**config.mk**
```make
export PLATFORM = sky130hd
export DESIGN_NAME = tick_rate_decoder_flat
export DESIGN_NICKNAME = d
export VERILOG_FILES = /design/src/rtl/tick_rate_if.sv /design/src/rtl/tick_rate_decoder.sv /design/src/flat_wrapper.sv
export SDC_FILE = /design/constraint.sdc
export NUM_CORES = 1
export LEC_CHECK = 0
export BUFFER_PORTS_ARGS = -buffer_cell sky130_fd_sc_hd__buf_2
export CAP_MARGIN = 5
export CORE_MARGIN = 2
export CORE_UTILIZATION = 62
export DETAILED_ROUTE_END_ITERATION = 12
export PLACE_DENSITY = 0.91
export SYNTH_ARGS = -nofsm -noshare
export SYNTH_HDL_FRONTEND = slang
export SYNTH_SLANG_ARGS = --single-unit
export TNS_END_PERCENT = 5
```
**constraint.sdc**
```tcl
create_clock -name clk -period 8.45 [get_ports clk]
set_input_delay 0.845 -clock clk [delete_from_list [all_inputs] [get_ports clk]]
set_output_delay 0.845 -clock clk [all_outputs]
set_load 0.01 [all_outputs]
```
**src/rtl/tick_rate_if.sv**
```systemverilog
// Tick stream in, recovered rate/count out.
// master = tick source side, slave = decoder.
interface tick_rate_if #(
  parameter int CW = 12
);
  logic          tick_in;
  logic [1:0]    speed_code;
  logic          speed_valid;
  logic          err;
  logic          timeout;
  logic [CW-1:0] period_out;
  logic [3:0]    tick_count;

  modport master (
    output tick_in,
    input  speed_code,
    input  speed_valid,
    input  err,
    input  timeout,
    input  period_out,
    input  tick_count
  );

  modport slave (
    input  tick_in,
    output speed_code,
    output speed_valid,
    output err,
    output timeout,
    output period_out,
    output tick_count
  );
endinterface

```
**src/rtl/tick_rate_decoder.sv**
```systemverilog
// Measures tick spacing, recovers the divider speed
// code and mirrors the producer's 4-bit tick count.
module tick_rate_decoder #(
  parameter int CW     = 12,
  parameter int P1     = 500,
  parameter int P2     = 1000,
  parameter int P3     = 2000,
  parameter int TOL    = 8,
  parameter int LOCK_N = 2
) (
  input  logic        clk,
  input  logic        resetn,
  tick_rate_if.slave  bus
);

  localparam int MW = $clog2(LOCK_N + 1);

  localparam logic [CW:0]   P1_LO = (CW+1)'(P1 - TOL);
  localparam logic [CW:0]   P1_HI = (CW+1)'(P1 + TOL);
  localparam logic [CW:0]   P2_LO = (CW+1)'(P2 - TOL);
  localparam logic [CW:0]   P2_HI = (CW+1)'(P2 + TOL);
  localparam logic [CW:0]   P3_LO = (CW+1)'(P3 - TOL);
  localparam logic [CW:0]   P3_HI = (CW+1)'(P3 + TOL);
  localparam logic [CW-1:0] TMO   = CW'(P3 + TOL);
  localparam logic [MW:0]   LOCKV = (MW+1)'(LOCK_N);

  typedef enum logic [1:0] {
    S_IDLE,
    S_MEAS,
    S_LOCKED
  } state_t;

  state_t        state_q, state_d;
  logic [CW-1:0] pcnt_q, pcnt_d;
  logic [1:0]    cand_q, cand_d;
  logic [MW-1:0] mcnt_q, mcnt_d;
  logic [1:0]    code_q, code_d;
  logic          err_q, err_d;
  logic          tmo_q, tmo_d;
  logic [CW-1:0] per_q, per_d;
  logic [3:0]    cnt_q, cnt_d;

  logic          tick;
  logic [CW:0]   period;
  logic          cls_ok;
  logic [1:0]    cls;
  logic [MW:0]   mcnt_inc;

  assign tick     = bus.tick_in;
  assign period   = {1'b0, pcnt_q} + 1'b1;
  assign mcnt_inc = {1'b0, mcnt_q} + 1'b1;

  // Map the just-finished period onto a speed class.
  always_comb begin
    cls_ok = 1'b1;
    cls    = 2'd0;
    if (period == (CW+1)'(1)) begin
      cls = 2'd0;
    end else if (period >= P1_LO && period <= P1_HI) begin
      cls = 2'd1;
    end else if (period >= P2_LO && period <= P2_HI) begin
      cls = 2'd2;
    end else if (period >= P3_LO && period <= P3_HI) begin
      cls = 2'd3;
    end else begin
      cls_ok = 1'b0;
    end
  end

  // Lock FSM, period counter and output next-values.
  always_comb begin
    state_d = state_q;
    pcnt_d  = pcnt_q + 1'b1;
    cand_d  = cand_q;
    mcnt_d  = mcnt_q;
    code_d  = code_q;
    err_d   = 1'b0;
    tmo_d   = 1'b0;
    per_d   = per_q;
    cnt_d   = tick ? cnt_q + 1'b1 : cnt_q;
    unique case (state_q)
      S_IDLE: begin
        pcnt_d = '0;
        if (tick) state_d = S_MEAS;
      end
      S_MEAS: begin
        if (tick) begin
          pcnt_d = '0;
          per_d  = period[CW-1:0];
          if (!cls_ok) begin
            err_d  = 1'b1;
            mcnt_d = '0;
          end else if (cls == cand_q) begin
            mcnt_d = mcnt_inc[MW-1:0];
            if (mcnt_inc == LOCKV) begin
              state_d = S_LOCKED;
              code_d  = cand_q;
            end
          end else begin
            cand_d = cls;
            mcnt_d = MW'(1);
          end
        end else if (pcnt_q == TMO) begin
          state_d = S_IDLE;
          tmo_d   = 1'b1;
          mcnt_d  = '0;
          pcnt_d  = '0;
        end
      end
      S_LOCKED: begin
        if (tick) begin
          pcnt_d = '0;
          per_d  = period[CW-1:0];
          if (!cls_ok || cls != code_q) begin
            err_d   = 1'b1;
            state_d = S_MEAS;
            if (cls_ok) begin
              cand_d = cls;
              mcnt_d = MW'(1);
            end else begin
              mcnt_d = '0;
            end
          end
        end else if (pcnt_q == TMO) begin
          state_d = S_IDLE;
          tmo_d   = 1'b1;
          mcnt_d  = '0;
          pcnt_d  = '0;
        end
      end
      default: begin
        state_d = S_IDLE;
        pcnt_d  = '0;
      end
    endcase
  end

  // State and output registers, synchronous active-low reset.
  always_ff @(posedge clk) begin
    if (!resetn) begin
      state_q <= S_IDLE;
      pcnt_q  <= '0;
      cand_q  <= '0;
      mcnt_q  <= '0;
      code_q  <= '0;
      err_q   <= 1'b0;
      tmo_q   <= 1'b0;
      per_q   <= '0;
      cnt_q   <= '0;
    end else begin
      state_q <= state_d;
      pcnt_q  <= pcnt_d;
      cand_q  <= cand_d;
      mcnt_q  <= mcnt_d;
      code_q  <= code_d;
      err_q   <= err_d;
      tmo_q   <= tmo_d;
      per_q   <= per_d;
      cnt_q   <= cnt_d;
    end
  end

  assign bus.speed_code  = code_q;
  assign bus.speed_valid = (state_q == S_LOCKED);
  assign bus.err         = err_q;
  assign bus.timeout     = tmo_q;
  assign bus.period_out  = per_q;
  assign bus.tick_count  = cnt_q;

endmodule
```
**src/flat_wrapper.sv**
```systemverilog
// flat-port wrapper written by rule: the top's interface ports become plain ports
module tick_rate_decoder_flat 
#(
  parameter int CW     = 12,
  parameter int P1     = 500,
  parameter int P2     = 1000,
  parameter int P3     = 2000,
  parameter int TOL    = 8,
  parameter int LOCK_N = 2
)
  (clk, resetn, bus_tick_in, bus_speed_code, bus_speed_valid, bus_err, bus_timeout, bus_period_out, bus_tick_count);
  tick_rate_if #(.CW(CW)) bus_i ();
  input  logic clk;
  input  logic resetn;
  input wire logic [$bits(bus_i.tick_in)-1:0] bus_tick_in;
  output wire logic [$bits(bus_i.speed_code)-1:0] bus_speed_code;
  output wire logic [$bits(bus_i.speed_valid)-1:0] bus_speed_valid;
  output wire logic [$bits(bus_i.err)-1:0] bus_err;
  output wire logic [$bits(bus_i.timeout)-1:0] bus_timeout;
  output wire logic [$bits(bus_i.period_out)-1:0] bus_period_out;
  output wire logic [$bits(bus_i.tick_count)-1:0] bus_tick_count;
  assign bus_i.tick_in = bus_tick_in;
  assign bus_speed_code = bus_i.speed_code;
  assign bus_speed_valid = bus_i.speed_valid;
  assign bus_err = bus_i.err;
  assign bus_timeout = bus_i.timeout;
  assign bus_period_out = bus_i.period_out;
  assign bus_tick_count = bus_i.tick_count;
  tick_rate_decoder #(.CW(CW), .P1(P1), .P2(P2), .P3(P3), .TOL(TOL), .LOCK_N(LOCK_N)) u_core (.clk(clk), .resetn(resetn), .bus(bus_i));
endmodule
```
# ---- Word level (Yosys, flattened, before mapping)
# Index checks and enable logic that the tools add are counted.
dict set report totals {
  ff_bits 38
  latch_bits 0
  ramBits 0
  romBits 0
  inputBits 3
  output_inout_bits 21
  memories 0
}
dict set report op_classes {
  add_sub_neg 4
  multipliers 0
  div 0
  magnitude_cmp 6
  n_eq_ne 18
  shift 0
  mux 38
  n_bitwise 2
  reduce_logical 15
}
# cell count
set op_table {}
lappend op_table {{two-way mux 2 bit} 24}
lappend op_table {{adder 12 x 1 -> 13 bit (second input constant)} 1}
lappend op_table {{== test 13 x 1 -> 1 bit (second input constant)} 1}
lappend op_table {{>= comparator 13 x 10 -> 1 bit (second input constant)} 1}
lappend op_table {{>= comparator 13 x 11 -> 1 bit (second input constant)} 1}
lappend op_table {{>= comparator 13 x 9 -> 1 bit (second input constant)} 1}
lappend op_table {{less-or-equal comparator 13 x 10 -> 1 bit (second input constant)} 1}
lappend op_table {{less-or-equal comparator 13 x 11 -> 1 bit (second input constant)} 1}
lappend op_table {{less-or-equal comparator 13 x 9 -> 1 bit (second input constant)} 1}
lappend op_table {{adder 12 x 1 -> 12 bit (second input constant)} 1}
lappend op_table {{== test 12 x 11 -> 1 bit (second input constant)} 1}
lappend op_table {{!= test 3 x 2 -> 1 bit (second input constant)} 4}
lappend op_table {{two-way mux 1 bit} 10}
lappend op_table {{AND reduction 5 bit} 2}
lappend op_table {{!= test 2 bit (second input constant)} 4}
lappend op_table {{case mux 2 bit (2 select lines)} 2}
lappend op_table {{AND reduction 7 bit} 1}
lappend op_table {{!= test 2 x 1 -> 1 bit (second input constant)} 3}
lappend op_table {{case mux 2 bit (3 select lines)} 1}
lappend op_table {{adder 4 x 1 -> 4 bit (second input constant)} 1}
lappend op_table {{AND reduction 2 bit} 2}
lappend op_table {{OR reduction 4 bit} 1}
lappend op_table {{adder 2 x 1 -> 3 bit (second input constant)} 1}
lappend op_table {{== test 3 x 2 -> 1 bit (second input constant)} 1}
lappend op_table {{other kinds (13)} 16}

# ---- Longest topological paths before layout
dict set report logic_depth {
  word_depth 12
  mapped_depth 12
}

# ---- Worst setup path after synthesis
# No wires, ideal clock.
dict set report synth_path {
  kind {reg2reg}
  startpoint {register u_core.pcnt_q[1]}
  endpoint {register u_core.code_q[0], in the netlist u_core.bus.speed_code[0]}
  setup_ns 0.128
  t_arrival_ns 2.752
  required_time_ns 8.322
  path_slack_ns 5.570
  path_stages_with_launch 12
  n_path_buf 1
  synth_period_minus_slack_ns 2.880
  path_cell_list {dfxtp_1 -> ha_1 -> buf_4 -> nand3_1 -> or4_1 -> o211ai_1 -> o211ai_1 -> a2111oi_4 -> a41oi_4 -> nor4_2 -> mux2i_1 -> nor2_1}
}
dict set report synth_via {
  elab_chain_len 9
  elab_cells_between_ends 21
}
# element line_no
set synth_lines {}
lappend synth_lines {{start: declaration} tick_rate_decoder.sv:34} ;# logic [CW-1:0] pcnt_q, pcnt_d;
lappend synth_lines {{start signal: assignment} tick_rate_decoder.sv:152} ;# pcnt_q <= pcnt_d;
lappend synth_lines {{adder 12 x 1 -> 13 bit (*)} tick_rate_decoder.sv:50} ;# assign period = {1'b0, pcnt_q} + 1'b1;
lappend synth_lines {{>= comparator 13 x 11 -> 1 bit / less-or-equal comparator 13 x 11 -> 1 bit (equally long branches)} tick_rate_decoder.sv:63} ;# end else if (period >= P3_LO && period <= P3_HI) begin
lappend synth_lines {{logical AND 1 bit} tick_rate_decoder.sv:63}
lappend synth_lines {{two-way mux 2 bit} tick_rate_decoder.sv:63}
lappend synth_lines {{two-way mux 2 bit} tick_rate_decoder.sv:61} ;# end else if (period >= P2_LO && period <= P2_HI) begin
lappend synth_lines {{two-way mux 2 bit} tick_rate_decoder.sv:59} ;# end else if (period >= P1_LO && period <= P1_HI) begin
lappend synth_lines {{two-way mux 2 bit} tick_rate_decoder.sv:57} ;# if (period == (CW+1)'(1)) begin
lappend synth_lines {{== test 2 bit} tick_rate_decoder.sv:93} ;# end else if (cls == cand_q) begin
lappend synth_lines {{AND reduction 5 bit (no source line) (*)} --}
lappend synth_lines {{end signal: assignment} tick_rate_decoder.sv:155} ;# code_q <= code_d;
lappend synth_lines {{end: declaration} tick_rate_decoder.sv:37} ;# logic [1:0] code_q, code_d;
# Mark *: on every way between the ends. The rest lies on a longest branch, timed or not.
# A chain may end at the register's enable or synchronous reset.

# ---- Worst setup path after layout
dict set report layout_path {
  startpoint {register u_core.pcnt_q[0]}
  endpoint {register u_core.mcnt_q[0]}
}
dict set report layout_via {
  elab_chain_len 12
  elab_cells_between_ends 34
}
# element line_no
set layout_lines {}
lappend layout_lines {{adder 12 x 1 -> 13 bit} tick_rate_decoder.sv:50}
lappend layout_lines {{>= comparator 13 x 11 -> 1 bit / less-or-equal comparator 13 x 11 -> 1 bit (equally long branches)} tick_rate_decoder.sv:63}
lappend layout_lines {{logical AND 1 bit} tick_rate_decoder.sv:63}
lappend layout_lines {{two-way mux 2 bit} tick_rate_decoder.sv:63}
lappend layout_lines {{two-way mux 2 bit} tick_rate_decoder.sv:61}
lappend layout_lines {{two-way mux 2 bit} tick_rate_decoder.sv:59}
lappend layout_lines {{two-way mux 2 bit} tick_rate_decoder.sv:57}
lappend layout_lines {{== test 2 bit} tick_rate_decoder.sv:93}
lappend layout_lines {{two-way mux 2 bit} tick_rate_decoder.sv:93}
lappend layout_lines {{two-way mux 2 bit} tick_rate_decoder.sv:90} ;# if (!cls_ok) begin
lappend layout_lines {{two-way mux 2 bit} tick_rate_decoder.sv:87} ;# if (tick) begin
lappend layout_lines {{case mux 2 bit (2 select lines)} tick_rate_decoder.sv:81} ;# unique case (state_q)
lappend layout_lines {{end signal: assignment} tick_rate_decoder.sv:154} ;# mcnt_q <= mcnt_d;
lappend layout_lines {{end: declaration} tick_rate_decoder.sv:36} ;# logic [MW-1:0] mcnt_q, mcnt_d;
# Parallel ways exist; a longest one is shown, timed or not. The select of a mux whose other input is x is not followed.

==> run summary <==
CTS H-tree lvls - 2
Max Cap Viol - 0
critical path cell sequence - ha_1, nand2_1, o211a_1, a211o_1, o2bb2ai_2, o22ai_1, mux2_2, a31oi_1, o22a_1, o32ai_1
most frequent cells in the layout - 49 x nor2_1, 38 x dfxtp_1, 23 x buf_2
top post-synthesis cells by area - dfxtp_1 30%, nor2_1 7.2%, xnor2_1 5.5%, ha_1 4.9%, a211oi_1 4.1%
unrepaired setup endpoints after global routing - false
largest net degree at the start of global routing - 26
final period utilization - 43.38%
Arr. time, crit path - 3810 ps
CTS max path bufs - 2
share of flip-flops with an asynchronous set or reset - 0%
Post-synth EDFFs - 0
routed wire length - 5.805 mm
cell row count - 23
top-area cell type share of the netlist area - 29.85%
power per cell area - 153.2 mW/mm^2
DRC Markers - 0
#FFs+latches synth - 38
Antenna diodes - 0
Synth cell types - 64
WP buf/inv - 0
Worst Hold Class - register to register
relative slew slack - 39.02%
Die Y - 68.12 microns
IO buf count - 23
peak supply drop - 0.00006429 V
post-synthesis sequential area ratio - 29.85%
Initial Util - 64.18%
Static Leak - 0.9728 nW
Critical Path Source Type - register
commonest non-fill, non-tap cell in the layout - nor2_1
Vias - 2317
Worst path max stage delay - 560 ps
initial antenna violation count - 0
clock sinks - 38
total core area - 0.003971 sq mm
critical path endpoint category - register
Setup-failing EPs final - 0
CP top delay family - compound AO/OA/AOI/OAI gates
Avg Inst Size Synth - 8.329 sq um
IO Pins - 24
WS Path Type - register to register
Final min period - 3665 ps
Total GRT Usage - 26.83%
Synth Cell Area - 0.002549 sq mm
first-pass iteration count of the detailed router - 4
Clock Latency Late Sink - 300 ps
setup TNS - 0 ps
clk slew on worst S/H paths - 80 ps
share of layout cells above drive strength 1 - 14.33%
die area - 0.004640 sq mm
vias in the first global route - 2006
clock root buffer - clkbuf_8
Final ANT Viol Nets - 0
total gr overflow - 0
CTS tree - yes
net count after synthesis - 319
CTS hold repair buffers - 0
Yosys top cell by area - dfxtp_1
width of the chip - 68.12 microns
Synth Instances - 306
outcome - completed
cts repair resizes - 0
critical path peak fanout - 16
FMAX - 272.8 MHz
final hold slack - 494.5 ps
Placer Congestion - 0.9174
WL per Instance - 15.95 microns
first-pass GRT wire length - 9.377 mm
area grow syn2layout - 5.842%
Slew Viols, Final - 0
nets - 326
DRT iter0 DRCs - 242
vias per cell - 6.365
HPWL after detailed placement - 4.016 mm
slowest cell on the critical path - dfxtp_1
CTS Buf Count - 5
Synth Flop Type - dfxtp_1
synthesis warning total - 0
final clock skew - 6.847 ps
Critical Path RT - 8590 ps
worst-margin pin slew - 914.7 ps
final hold vios - 0
post-CTS setup buffer count - 0
sequential cells by signal (all words and copies together) (netlist names):
name / flops
u_core.bus.tick_count: 4
u_core.bus.timeout: 1
u_core.pcnt_q: 12
u_core.bus.err: 1
u_core.bus.speed_code: 2
u_core.state_q: 2
u_core.mcnt_q: 2
u_core.cand_q: 2
u_core.bus.period_out: 12
logic make-up (layout without fill, tap and decap cells):
group	count (synthesis)	count (layout)	share of synthesized area [%]
and+or+nand+nor	114	114	23.22
AOI/OAI and AO/OA	77	77	24.55
DFF	38	38	29.85
buffers and inverters	38	46	6.922
xor gates and xnor gates	19	19	6.529
adders and majority gates	10	10	4.909
muxes	10	10	4.026
where the power goes:
part | switching, mW | leakage, nW | internal [mW]
Clock | 0.0645 | 0.0482 | 0.0658
Sequential | 0.00887 | 0.308 | 0.191
Combinational | 0.0504 | 0.616 | 0.0324
cell type report:
cell class                 count  area [sq um]
tap                           50         62.56
sequential                    38         760.7
fill                         340          1274
multi-input combinational    230          1612
clock inverter                 1         5.005
inverter                      15         56.30
clock buffer                   7         86.33
timing repair buffer          23         115.1
routing by layer:
metal  routed length [microns]  vias up  global-route usage (%)
met4                       137        0                   11.25
met3                       437       17                   5.428
li1                          -     1122                       -
met5                         0        -                       0
met1                      2480     1084                   34.73
met2                      2750       94                   43.20
per-stage QoR:
step                      area [sq um]  total power [mW]  std cells  worst slack, ps  util, %
after floorplan                   2549            0.2643        306             5570        -
after global placement            2606            0.2817        356             5128    65.63
after detailed placement          2606            0.2849        356             4937    65.63
after CTS                         2698            0.4142        364             4876    67.93
after global routing              2698            0.4337        364             4564    67.93
final                             2698            0.4132        364             4785    67.93
cells in the mapped netlist (2+ instances only):
master	instances
o211ai_1	5
nand3_1	9
nand2_1	16
nand4_1	5
or3_4	2
nand2b_1	2
and2_1	4
a211oi_1	14
o31ai_1	2
nor2_1	49
and3_1	2
a31oi_1	4
a21oi_1	16
inv_1	15
a311o_1	3
clkbuf_1	9
xnor2_1	16
nand4b_1	2
o21ai_0	5
nor4_1	5
mux2i_1	8
buf_4	4
dfxtp_1	38
a311oi_1	2
o22ai_1	2
xor2_1	3
a211o_1	3
nor2b_1	4
nor3_1	3
buf_2	9
ha_1	10
o21ai_1	2
o211a_1	2
worst register-to-register path, delay by kind of cell (launching register included):
| family | cells | cell delay (ps) |
|---|---|---|
| adders and majority gates | 1 | 550 |
| muxes | 1 | 320 |
| AOI/OAI and AO/OA | 7 | 1740 |
| DFF | 1 | 560 |
| and+or+nand+nor | 1 | 350 |
final timing paths:
path,startpoint,endpoint,slack [ps],cells after the start
max,u_core.pcnt_q[0],u_core.mcnt_q[0],4780,10
max reg2reg,u_core.pcnt_q[0],u_core.mcnt_q[0],4780,10
min reg2reg,u_core.bus.period_out[8],u_core.bus.period_out[8],490,2
min,u_core.bus.period_out[8],u_core.bus.period_out[8],490,2
No activity file was read; power rests on OpenSTA's default activity.
